## config.mk

```make
export PLATFORM = sky130hd
export DESIGN_NAME = keypad_field_entry_flat
export DESIGN_NICKNAME = d
export VERILOG_FILES = /design/src/rtl/keypad_field_entry_if.sv /design/src/rtl/keypad_field_entry.sv /design/src/flat_wrapper.sv
export SDC_FILE = /design/constraint.sdc
export NUM_CORES = 1
export LEC_CHECK = 0
export BUFFER_PORTS_ARGS = -buffer_cell sky130_fd_sc_hd__buf_2
export CAP_MARGIN = 30
export CORE_UTILIZATION = 25
export CTS_CLUSTER_DIAMETER = 50
export DETAILED_ROUTE_END_ITERATION = 10
export PLACE_DENSITY_LB_ADDON = 0.25
export SLEW_MARGIN = 20
export SYNTH_ARGS = -nofsm -noshare
export SYNTH_HDL_FRONTEND = slang
export SYNTH_SLANG_ARGS = --single-unit
```

## constraint.sdc

```tcl
create_clock -name clk_i -period 6.7 [get_ports clk_i]
set_input_delay 1.005 -clock clk_i [delete_from_list [all_inputs] [get_ports clk_i]]
set_output_delay 1.005 -clock clk_i [all_outputs]
set_load 0.02 [all_outputs]
```

## src/rtl/keypad_field_entry_if.sv

```systemverilog
// Request/result channel between the keypad entry block and the downstream classifier.
// The entry block owns the master side; the classifier owns the slave side.
interface keypad_field_entry_if #(
    parameter int N_FIELDS = 7,
    parameter int VAL_W    = 14,
    parameter int RES_W    = 4
);
    logic [N_FIELDS*VAL_W-1:0] fields_flat;
    logic                      req_valid;
    logic                      req_ready;
    logic                      res_valid;
    logic [RES_W-1:0]          res_data;

    modport master (
        output fields_flat,
        output req_valid,
        input  req_ready,
        input  res_valid,
        input  res_data
    );

    modport slave (
        input  fields_flat,
        input  req_valid,
        output req_ready,
        output res_valid,
        output res_data
    );
endinterface

```

## src/rtl/keypad_field_entry.sv

```systemverilog
// Keypad field entry: collects N_FIELDS decimal fields, hands them to a classifier
// and holds the classifier result for the 7-segment display path.
//
// state    | meaning
// ST_ENTRY | typing digits into field field_q
// ST_REQ   | all fields committed, req_valid high until the classifier accepts
// ST_WAIT  | request accepted, waiting for the res_valid strobe
// ST_SHOW  | result latched and displayed; next key starts over
module keypad_field_entry #(
    parameter int N_FIELDS = 7,
    parameter int N_DIGITS = 4,
    parameter int VAL_W    = 14,
    parameter int RES_W    = 4,
    localparam int FW      = $clog2(N_FIELDS + 1)
) (
    input  logic                  clk_i,
    input  logic                  rst_ni,
    input  logic [9:0]            key_i,
    input  logic                  key_clear_i,
    input  logic                  key_next_i,
    input  logic                  key_back_i,
    output logic [FW-1:0]         field_sel_o,
    output logic [4*N_DIGITS-1:0] disp_bcd_o,
    output logic                  busy_o,
    keypad_field_entry_if.master  cls_if
);
    localparam int CW = $clog2(N_DIGITS + 1);
    localparam int BW = 4 * N_DIGITS;

    typedef enum logic [1:0] {ST_ENTRY, ST_REQ, ST_WAIT, ST_SHOW} state_e;

    state_e                    state_q, state_d;
    logic [9:0]                key_q;
    logic                      clear_q, next_q, back_q;
    logic [BW-1:0]             bcd_q, bcd_d;
    logic [CW-1:0]             cnt_q, cnt_d;
    logic [FW-1:0]             field_q, field_d;
    logic [N_FIELDS*VAL_W-1:0] fields_q, fields_d;
    logic [RES_W-1:0]          res_q, res_d;

    logic [9:0]       dig_edge;
    logic             clear_e, next_e, back_e;
    logic             dig_hit;
    logic [3:0]       dig_val;
    logic [VAL_W-1:0] bin;
    logic             do_clear;

    assign dig_edge = key_i & ~key_q;
    assign clear_e  = key_clear_i & ~clear_q;
    assign next_e   = key_next_i & ~next_q;
    assign back_e   = key_back_i & ~back_q;

    // Scan from the top so the lowest simultaneous digit is the one that sticks.
    always_comb begin
        dig_hit = 1'b0;
        dig_val = 4'd0;
        for (int k = 9; k >= 0; k--) begin
            if (dig_edge[k]) begin
                dig_hit = 1'b1;
                dig_val = 4'(k);
            end
        end
    end

    always_comb begin
        bin = '0;
        for (int k = N_DIGITS - 1; k >= 0; k--) begin
            bin = VAL_W'(bin * VAL_W'(10)) + VAL_W'(bcd_q[4*k +: 4]);
        end
    end

    always_comb begin
        state_d  = state_q;
        bcd_d    = bcd_q;
        cnt_d    = cnt_q;
        field_d  = field_q;
        fields_d = fields_q;
        res_d    = res_q;
        do_clear = clear_e;

        case (state_q)
            ST_ENTRY: begin
                if (next_e) begin
                    for (int i = 0; i < N_FIELDS; i++) begin
                        if (field_q == FW'(i)) begin
                            fields_d[i*VAL_W +: VAL_W] = bin;
                        end
                    end
                    bcd_d = '0;
                    cnt_d = '0;
                    if (field_q < FW'(N_FIELDS - 1)) begin
                        field_d = field_q + 1'b1;
                    end else begin
                        state_d = ST_REQ;
                    end
                end else if (back_e) begin
                    if (cnt_q != '0) begin
                        bcd_d = bcd_q >> 4;
                        cnt_d = cnt_q - 1'b1;
                    end
                end else if (dig_hit) begin
                    if (cnt_q < CW'(N_DIGITS)) begin
                        bcd_d = {bcd_q[BW-5:0], dig_val};
                        cnt_d = cnt_q + 1'b1;
                    end
                end
            end
            ST_REQ: begin
                if (cls_if.req_ready) begin
                    state_d = ST_WAIT;
                end
            end
            ST_WAIT: begin
                if (cls_if.res_valid) begin
                    res_d   = cls_if.res_data;
                    state_d = ST_SHOW;
                end
            end
            ST_SHOW: begin
                if (next_e) begin
                    do_clear = 1'b1;
                end
            end
            default: state_d = ST_ENTRY;
        endcase

        // Clear (or next out of SHOW) overrides anything decided above.
        if (do_clear) begin
            state_d  = ST_ENTRY;
            bcd_d    = '0;
            cnt_d    = '0;
            field_d  = '0;
            fields_d = '0;
            res_d    = '0;
        end
    end

    always_ff @(posedge clk_i) begin
        if (!rst_ni) begin
            state_q  <= ST_ENTRY;
            key_q    <= '0;
            clear_q  <= 1'b0;
            next_q   <= 1'b0;
            back_q   <= 1'b0;
            bcd_q    <= '0;
            cnt_q    <= '0;
            field_q  <= '0;
            fields_q <= '0;
            res_q    <= '0;
        end else begin
            state_q  <= state_d;
            key_q    <= key_i;
            clear_q  <= key_clear_i;
            next_q   <= key_next_i;
            back_q   <= key_back_i;
            bcd_q    <= bcd_d;
            cnt_q    <= cnt_d;
            field_q  <= field_d;
            fields_q <= fields_d;
            res_q    <= res_d;
        end
    end

    assign field_sel_o        = (state_q == ST_SHOW) ? FW'(N_FIELDS) : field_q;
    assign disp_bcd_o         = (state_q == ST_SHOW) ? {{(BW-RES_W){1'b0}}, res_q} : bcd_q;
    assign busy_o             = (state_q == ST_REQ) || (state_q == ST_WAIT);
    assign cls_if.req_valid   = (state_q == ST_REQ);
    assign cls_if.fields_flat = fields_q;
endmodule

```

## src/flat_wrapper.sv

```systemverilog
// flat-port wrapper written by rule: the top's interface ports become plain ports
module keypad_field_entry_flat 
#(
    parameter int N_FIELDS = 7,
    parameter int N_DIGITS = 4,
    parameter int VAL_W    = 14,
    parameter int RES_W    = 4,
    localparam int FW      = $clog2(N_FIELDS + 1)
)
  (clk_i, rst_ni, key_i, key_clear_i, key_next_i, key_back_i, field_sel_o, disp_bcd_o, busy_o, cls_if_fields_flat, cls_if_req_valid, cls_if_req_ready, cls_if_res_valid, cls_if_res_data);
  keypad_field_entry_if #(.N_FIELDS(N_FIELDS), .VAL_W(VAL_W), .RES_W(RES_W)) cls_if_i ();
  input  logic clk_i;
  input  logic rst_ni;
  input  logic [9:0] key_i;
  input  logic key_clear_i;
  input  logic key_next_i;
  input  logic key_back_i;
  output logic [FW-1:0] field_sel_o;
  output logic [4*N_DIGITS-1:0] disp_bcd_o;
  output logic busy_o;
  output wire logic [$bits(cls_if_i.fields_flat)-1:0] cls_if_fields_flat;
  output wire logic [$bits(cls_if_i.req_valid)-1:0] cls_if_req_valid;
  input wire logic [$bits(cls_if_i.req_ready)-1:0] cls_if_req_ready;
  input wire logic [$bits(cls_if_i.res_valid)-1:0] cls_if_res_valid;
  input wire logic [$bits(cls_if_i.res_data)-1:0] cls_if_res_data;
  assign cls_if_fields_flat = cls_if_i.fields_flat;
  assign cls_if_req_valid = cls_if_i.req_valid;
  assign cls_if_i.req_ready = cls_if_req_ready;
  assign cls_if_i.res_valid = cls_if_res_valid;
  assign cls_if_i.res_data = cls_if_res_data;
  keypad_field_entry #(.N_FIELDS(N_FIELDS), .N_DIGITS(N_DIGITS), .VAL_W(VAL_W), .RES_W(RES_W)) u_core (.clk_i(clk_i), .rst_ni(rst_ni), .key_i(key_i), .key_clear_i(key_clear_i), .key_next_i(key_next_i), .key_back_i(key_back_i), .field_sel_o(field_sel_o), .disp_bcd_o(disp_bcd_o), .busy_o(busy_o), .cls_if(cls_if_i));
endmodule
```

==> run summary, run 1 <==
total chip power = 1850 uW
Power Density = 212 mW/mm2
CP Class = flop to flop
DR WL/cell = 14.7 um
Crit path depth = 22
Rows = 61
worst hold path depth = 2
main flop type after synthesis = dfxtp_1
P&R area growth vs syn = 23.8%
Residual DRC = 0
die width = 170 um
Die H = 170 um
Worst R2R End = u_core.cls_if.fields_flat[54]$_SDFFE_PP0P_
RSZ-0062 raised after global routing = false
CTS max path bufs = 2
VDD IR max = 0.128 mV
crit path time final = 6090 ps
Net Count, Synth = 908
DRT antenna net count = 0
Post-CTS Setup Bufs = 0
hold_buf cts = 0
initial antenna violation count = 0
CP most frequent cell = ha_1
f_max = 164 MHz
die area = 0.0289 mm2
post-cts resize count = 0
Hold Path Class = flop to flop
DPL Wire Length = 14.3 mm
setup TNS = 0 ps
DP Area = 0.00814 mm2
worst setup margin = 607 ps
root buffer cell = clkbuf_16
first-pass iteration count of the detailed router = 5
r2r setup slk = 610 ps
critical path, cell by cell = ha_1 > ha_1 > fa_1 > nand2_1 > o21bai_1 > mux2i_1 > a22o_1 > ha_1 > ha_1 > nor3b_1 > nor2_1 > xnor2_1 > ha_1 > ha_1 > or3b_2 > nand3_1 > or3b_2 > nand4_1 > nor3b_2 > xor2_1 > nand2_1 > a21oi_1
grt total ovfl = 0
Hold Startpoint = u_core.cls_if.fields_flat[57]$_SDFFE_PP0P_
largest net degree at the start of global routing = 91
max cap viols = 0
Worst EP required = 7050 ps
Hold Path Sink = u_core.cls_if.fields_flat[57]$_SDFFE_PP0P_
WP buf/inv = 0
worst-path maximum fanout = 8
crit path DAT = 6440 ps
area of the core = 0.0278 mm2
Critical-path top delay cell = xor2_1
vias in the first global route = 5,747
critical path capture point type = flop
post-synthesis sequential area ratio = 39.5%
Clock Latency Late Sink = 420 ps
fin area = 0.00872 mm2
commonest non-fill, non-tap cell in the layout = buf_2
H-tree levels = 4
Startpoint Class = flop
gr usage total = 13.9%
commonest cells after routing, fill and taps aside = buf_2, dfxtp_1, nor2_1, nand2_1, a21oi_1
Seq cells post-synth = 139
Cells after Synth = 823
drt via density = 4.51
diode count = 0
Distinct cells, synth = 54
initial core utilization = 25.4%
Worst-path clk slew = 60 ps
IO Port Bufs = 139
ys async rst share = 0%
I/O pin total = 140
setup-violating endpoint count in the final report = 0
skew final = 6.72 ps
number of enable flip-flop cells after synthesis = 0
CTS buffer count = 17
WL final = 19.7 mm
pre-CTS setup slack = 604 ps
max-slew violations = 0
first-pass GRT wire length = 31.2 mm
layout cell share with drive strength beyond 1 = 21.2%
area of the mapped netlist = 0.00705 mm2
cells on worst reg2reg path = 22
CTS tree = yes
RR Startpoint = u_core.bcd_q[15]$_SDFFE_PP0P_
routed via count = 6,060
syn_area_per_cell = 8.56 um2
# fillers = 3,002
Ys Warns = 0
Worst Tran Pin Value = 991 ps
Max transition margin = 33.4%
Final #Nets = 1,039
CP delay by family, top = adder cells
Final Cycle Share = 90.9%
CP max stage delay = 540 ps
Initial DRC Count = 287
GPL Wtd Cong = 0.760
Leakage Power = 0.00381 uW
fin util = 31.4%
final hold viol count = 0
clk sink count = 139
status = finished clean
==> synthesized netlist by cell type, drive strengths merged (8+ instances only) <==
master    n  area, um2
nand2b    8       50.1
xor2     13        114
a21oi    68        348
ha       57        713
a22oi    18        135
nor2b    18        113
clkbuf   35        171
nand3    16       80.1
inv      30        113
a211oi   54        410
and2     15       93.8
o21ai    28        140
dfxtp   139       2780
nand2   106        398
nor2    106        398
a21o      8       61.3
xnor2    23        201
==> per-layer routing <==
layer | vias up | global-route usage [%] | share of wire [%]
li1 | 3101 | - | -
met1 | 2816 | 18.4 | 49
met2 | 127 | 22.2 | 45
met3 | 16 | 3.49 | 4.9
met4 | 0 | 4.11 | 0.92
met5 | - | 0 | 0
==> final cells by class <==
class,count,area [um2],share of cell area [%]
clock buffers,18,439,5.04
clock inverters,13,119,1.36
inverters,30,113,1.29
repair buffers,152,811,9.30
multi-input cells,614,3980,45.7
well taps,378,473,5.42
flip-flops and latches,139,2780,31.9
==> metrics by stage <==
stage | instances | hold WS, ps
2_1_floorplan | 823 | 433
3_3_place_gp | 1311 | 439
3_5_place_dp | 1312 | 444
4_1_cts | 1343 | 453
5_1_grt | 1344 | 476
6_report | 1344 | 452
==> worst reg2reg max path: stages, from the launching register on <==
cell and delay (ps):
dfxtp_1 500, ha_1 300, ha_1 220, fa_1 530, nand2_1 120, o21bai_1 210, mux2i_1 130, a22o_1 230
ha_1 300, ha_1 330, nor3b_1 320, nor2_1 140, xnor2_1 230, ha_1 270, ha_1 370, or3b_2 460
nand3_1 70, or3b_2 140, nand4_1 120, nor3b_2 230, xor2_1 540, nand2_1 110, a21oi_1 140
==> power by group <==
| group | leakage [uW] | total [uW] | switching [uW] | internal (uW) |
|---|---|---|---|---|
| Clock | 0.000277 | 903 | 382 | 521 |
| Combinational | 0.00241 | 104 | 69.9 | 33.9 |
| Sequential | 0.00112 | 843 | 5.98 | 837 |
==> registers in the layout, indices dropped and copies added (netlist names) <==
register	flops
u_core.field_q	3
u_core.next_q	1
u_core.key_q	10
u_core.clear_q	1
u_core.back_q	1
u_core.state_q	2
u_core.res_q	4
u_core.cls_if.fields_flat	98
u_core.bcd_q	16
u_core.cnt_q	3
==> worst max path at each step <==
| stage | to | from | slack, ps |
|---|---|---|---|
| 2_1_floorplan | u_core.cls_if.fields_flat[69]$_SDFFE_PP0P_ | u_core.bcd_q[13]$_SDFFE_PP0P_ | 1380 |
| 3_3_place_gp | u_core.cls_if.fields_flat[54]$_SDFFE_PP0P_ | u_core.bcd_q[15]$_SDFFE_PP0P_ | 720 |
| 3_5_place_dp | u_core.cls_if.fields_flat[68]$_SDFFE_PP0P_ | u_core.bcd_q[15]$_SDFFE_PP0P_ | 600 |
| 4_1_cts | u_core.cls_if.fields_flat[54]$_SDFFE_PP0P_ | u_core.bcd_q[15]$_SDFFE_PP0P_ | 570 |
| 5_1_grt | u_core.cls_if.fields_flat[54]$_SDFFE_PP0P_ | u_core.bcd_q[15]$_SDFFE_PP0P_ | 10 |
| 6_report | u_core.cls_if.fields_flat[54]$_SDFFE_PP0P_ | u_core.bcd_q[15]$_SDFFE_PP0P_ | 610 |
==> logic make-up after synthesis <==
kind of cell | synth area share, %
xor+xnor | 4.81
simple gates | 19.7
compound gates | 18.2
buf+inv | 4.39
flops | 39.5
fa+ha+maj | 12.1
mux | 1.35
Note: power is estimated with default switching activity, not from simulation.
==> run 2: changes to the inputs <==
--- a/config.mk
+++ b/config.mk
@@ -5,11 +5,11 @@
 export SDC_FILE = /design/constraint.sdc
 export NUM_CORES = 1
 export LEC_CHECK = 0
-export BUFFER_PORTS_ARGS = -buffer_cell sky130_fd_sc_hd__buf_2
 export CAP_MARGIN = 30
 export CORE_UTILIZATION = 25
 export CTS_CLUSTER_DIAMETER = 50
 export DETAILED_ROUTE_END_ITERATION = 10
+export DONT_BUFFER_PORTS = 1
 export PLACE_DENSITY_LB_ADDON = 0.25
 export SLEW_MARGIN = 20
 export SYNTH_ARGS = -nofsm -noshare
==> constraint.sdc (replaced) <==
create_clock -name clk_i -period 6.7 [get_ports clk_i]
set_input_delay 0.67 -clock clk_i [delete_from_list [all_inputs] [get_ports clk_i]]
set_output_delay 0.67 -clock clk_i [all_outputs]
set_load 0.02 [all_outputs]
==> run 2 against run 1 <==
Routed wire length is 1.7% lower. Utilization is 2.4 points lower. Largest cell class unchanged. Critical endpoint is now u_core.cls_if.fields_flat[26]$_SDFFE_PP0P_. Die area unchanged. Count of clock-buffer cells in the layout increased by 2. Non-clock buffer count decreased by 137. Sequential power up 0.7%.
==> run summary, run 2 (same netlist as run 1, synthesis figures left out) <==
status = finished clean (unchanged)
Clock Latency Late Sink = 440 ps (was 420 ps)
Post-CTS Setup Bufs = 0 (unchanged)
gr usage total = 13.6% (was 13.9%)
first-pass iteration count of the detailed router = 4 (was 5)
Max transition margin = 33.5% (was 33.4%)
Power Density = 233 mW/mm2 (was 212 mW/mm2)
setup TNS = 0 ps (unchanged)
hold_buf cts = 0 (unchanged)
layout cell share with drive strength beyond 1 = 8.07% (was 21.2%)
final hold viol count = 0 (unchanged)
CP startpoint = u_core.bcd_q[15]$_SDFFE_PP0P_ (unchanged)
worst hold path depth = 1 (was 2)
Worst-path clk slew = 70 ps (was 60 ps)
first-pass GRT wire length = 30.0 mm (was 31.2 mm)
RSZ-0062 raised after global routing = false (unchanged)
max cap viols = 0 (unchanged)
Rows = 61 (unchanged)
post-cts resize count = 0 (unchanged)
initial antenna violation count = 0 (unchanged)
grt total ovfl = 0 (unchanged)
max-slew violations = 0 (unchanged)
Final #Nets = 902 (was 1,039)
Hold Startpoint = key_i[7] (was u_core.cls_if.fields_flat[57]$_SDFFE_PP0P_)
drt via density = 4.55 (was 4.51)
routed via count = 5,499 (was 6,060)
CP Class = flop to flop (unchanged)
Worst Tran Pin Value = 997 ps (was 991 ps)
Worst EP required = 7050 ps (about the same)
Hold Path Class = input port to flop (was flop to flop)
RR Startpoint = u_core.bcd_q[15]$_SDFFE_PP0P_ (unchanged)
DR WL/cell = 16.1 um (was 14.7 um)
Residual DRC = 0 (unchanged)
Initial DRC Count = 341 (was 287)
gr busiest metal = met2 (unchanged)
diode count = 0 (unchanged)
setup-violating endpoint count in the final report = 0 (unchanged)
f_max = 164 MHz (about the same)
Die H = 170 um (unchanged)
CTS buffer count = 17 (unchanged)
I/O pin total = 140 (unchanged)
met2 usage = 21.5% (was 22.2%)
root buffer cell = clkbuf_16 (unchanged)
# fillers = 3,027 (was 3,002)
clk sink count = 139 (unchanged)
crit path DAT = 6430 ps (was 6440 ps)
CTS tree = yes (unchanged)
skew final = 19.3 ps (was 6.72 ps)
Final Cycle Share = 90.7% (was 90.9%)
commonest non-fill, non-tap cell in the layout = dfxtp_1 (was buf_2)
DPL Wire Length = 14.0 mm (was 14.3 mm)
cells on worst reg2reg path = 22 (unchanged)
vias in the first global route = 5,270 (was 5,747)
Startpoint Class = flop (unchanged)
Worst Hold Slack = 358 ps (was 452 ps)
commonest cells after routing, fill and taps aside = dfxtp_1, nor2_1, nand2_1 (was buf_2, dfxtp_1, nor2_1, nand2_1, a21oi_1)
critical path capture point type = flop (unchanged)
routing usage on met1 = 16.7% (was 18.4%)
largest net degree at the start of global routing = 91 (unchanged)
IO Port Bufs = 0 (was 139)
GPL Wtd Cong = 0.769 (was 0.760)
VDD IR max = 0.151 mV (was 0.128 mV)
GRT met3 Usage = 5.81% (was 3.49%)
die area = 0.0289 mm2 (unchanged)
WL final = 19.4 mm (was 19.7 mm)
P&R area growth vs syn = 14.1% (was 23.8%)
DRT antenna net count = 0 (unchanged)
H-tree levels = 4 (unchanged)
area of the core = 0.0278 mm2 (unchanged)
die width = 170 um (unchanged)
CTS max path bufs = 2 (unchanged)
worst-path maximum fanout = 8 (unchanged)
Leakage Power = 0.00308 uW (was 0.00381 uW)
max reg flops = 98 (unchanged)
initial core utilization = 25.4% (unchanged)
crit path time final = 6080 ps (was 6090 ps)
-- run 2: path summary, 6_finish.rpt --
| kind | to | slack [ps] |
|---|---|---|
| worst max-delay path | u_core.cls_if.fields_flat[26]$_SDFFE_PP0P_ | 620 |
| worst min-delay path | u_core.key_q[7]$_SDFF_PN0_ | 360 |
| worst max register to register | u_core.cls_if.fields_flat[26]$_SDFFE_PP0P_ | 620 |
| worst min register to register | u_core.res_q[2]$_SDFFE_PP0P_ | 460 |
-- run 2: area by class of cell --
class	count	area, um2	share of cell area (%)
Clock buffer	20	447	5.55
Clock inverter	12	138	1.71
Inverter	30	113	1.40
Multi-Input combinational cell	614	3980	49.5
Sequential cell	139	2780	34.6
Tap cell	378	473	5.88
Timing Repair Buffer	15	113	1.40
-- run 2: worst max-delay path: stages, from the launching register on --
cell and delay, ps:
dfxtp_1 500, ha_1 300, ha_1 220, fa_1 520
nand2_1 120, o21bai_1 210, mux2i_1 130, a22o_1 230
ha_1 310, ha_1 330, nor3b_1 310, nor2_1 140
xnor2_1 230, ha_1 270, ha_1 380, or3b_2 450
nand3_1 70, or3b_2 140, nand4_1 110, nor3b_2 220
xor2_1 530, nand2_1 130, a21oi_1 140
-- run 2: metal layers --
layer,vias to the layer above,share of wire [%]
met5,-,0
met4,0,1.0
met3,16,8.6
met2,118,45
met1,2529,46
li1,2836,-
-- run 2: report_power, final --
group	switching, uW	internal [uW]	total (uW)	leakage (uW)
sequential	11.9	837	849	0.00112
clock	382	563	945	0.000282
combinational	58.9	24.8	83.7	0.00167
-- run 2: per-stage QoR --
stage	util [%]	setup slack (ps)	total power (uW)	cells	area (um2)
final	28.9	620	1880	1208	8040
after global placement	26.8	711	952	1174	7440
after floorplan	-	1380	928	823	7050
after detailed placement	26.8	616	952	1176	7460
after CTS	28.9	593	1910	1208	8040
after global routing	28.9	105	1950	1208	8040
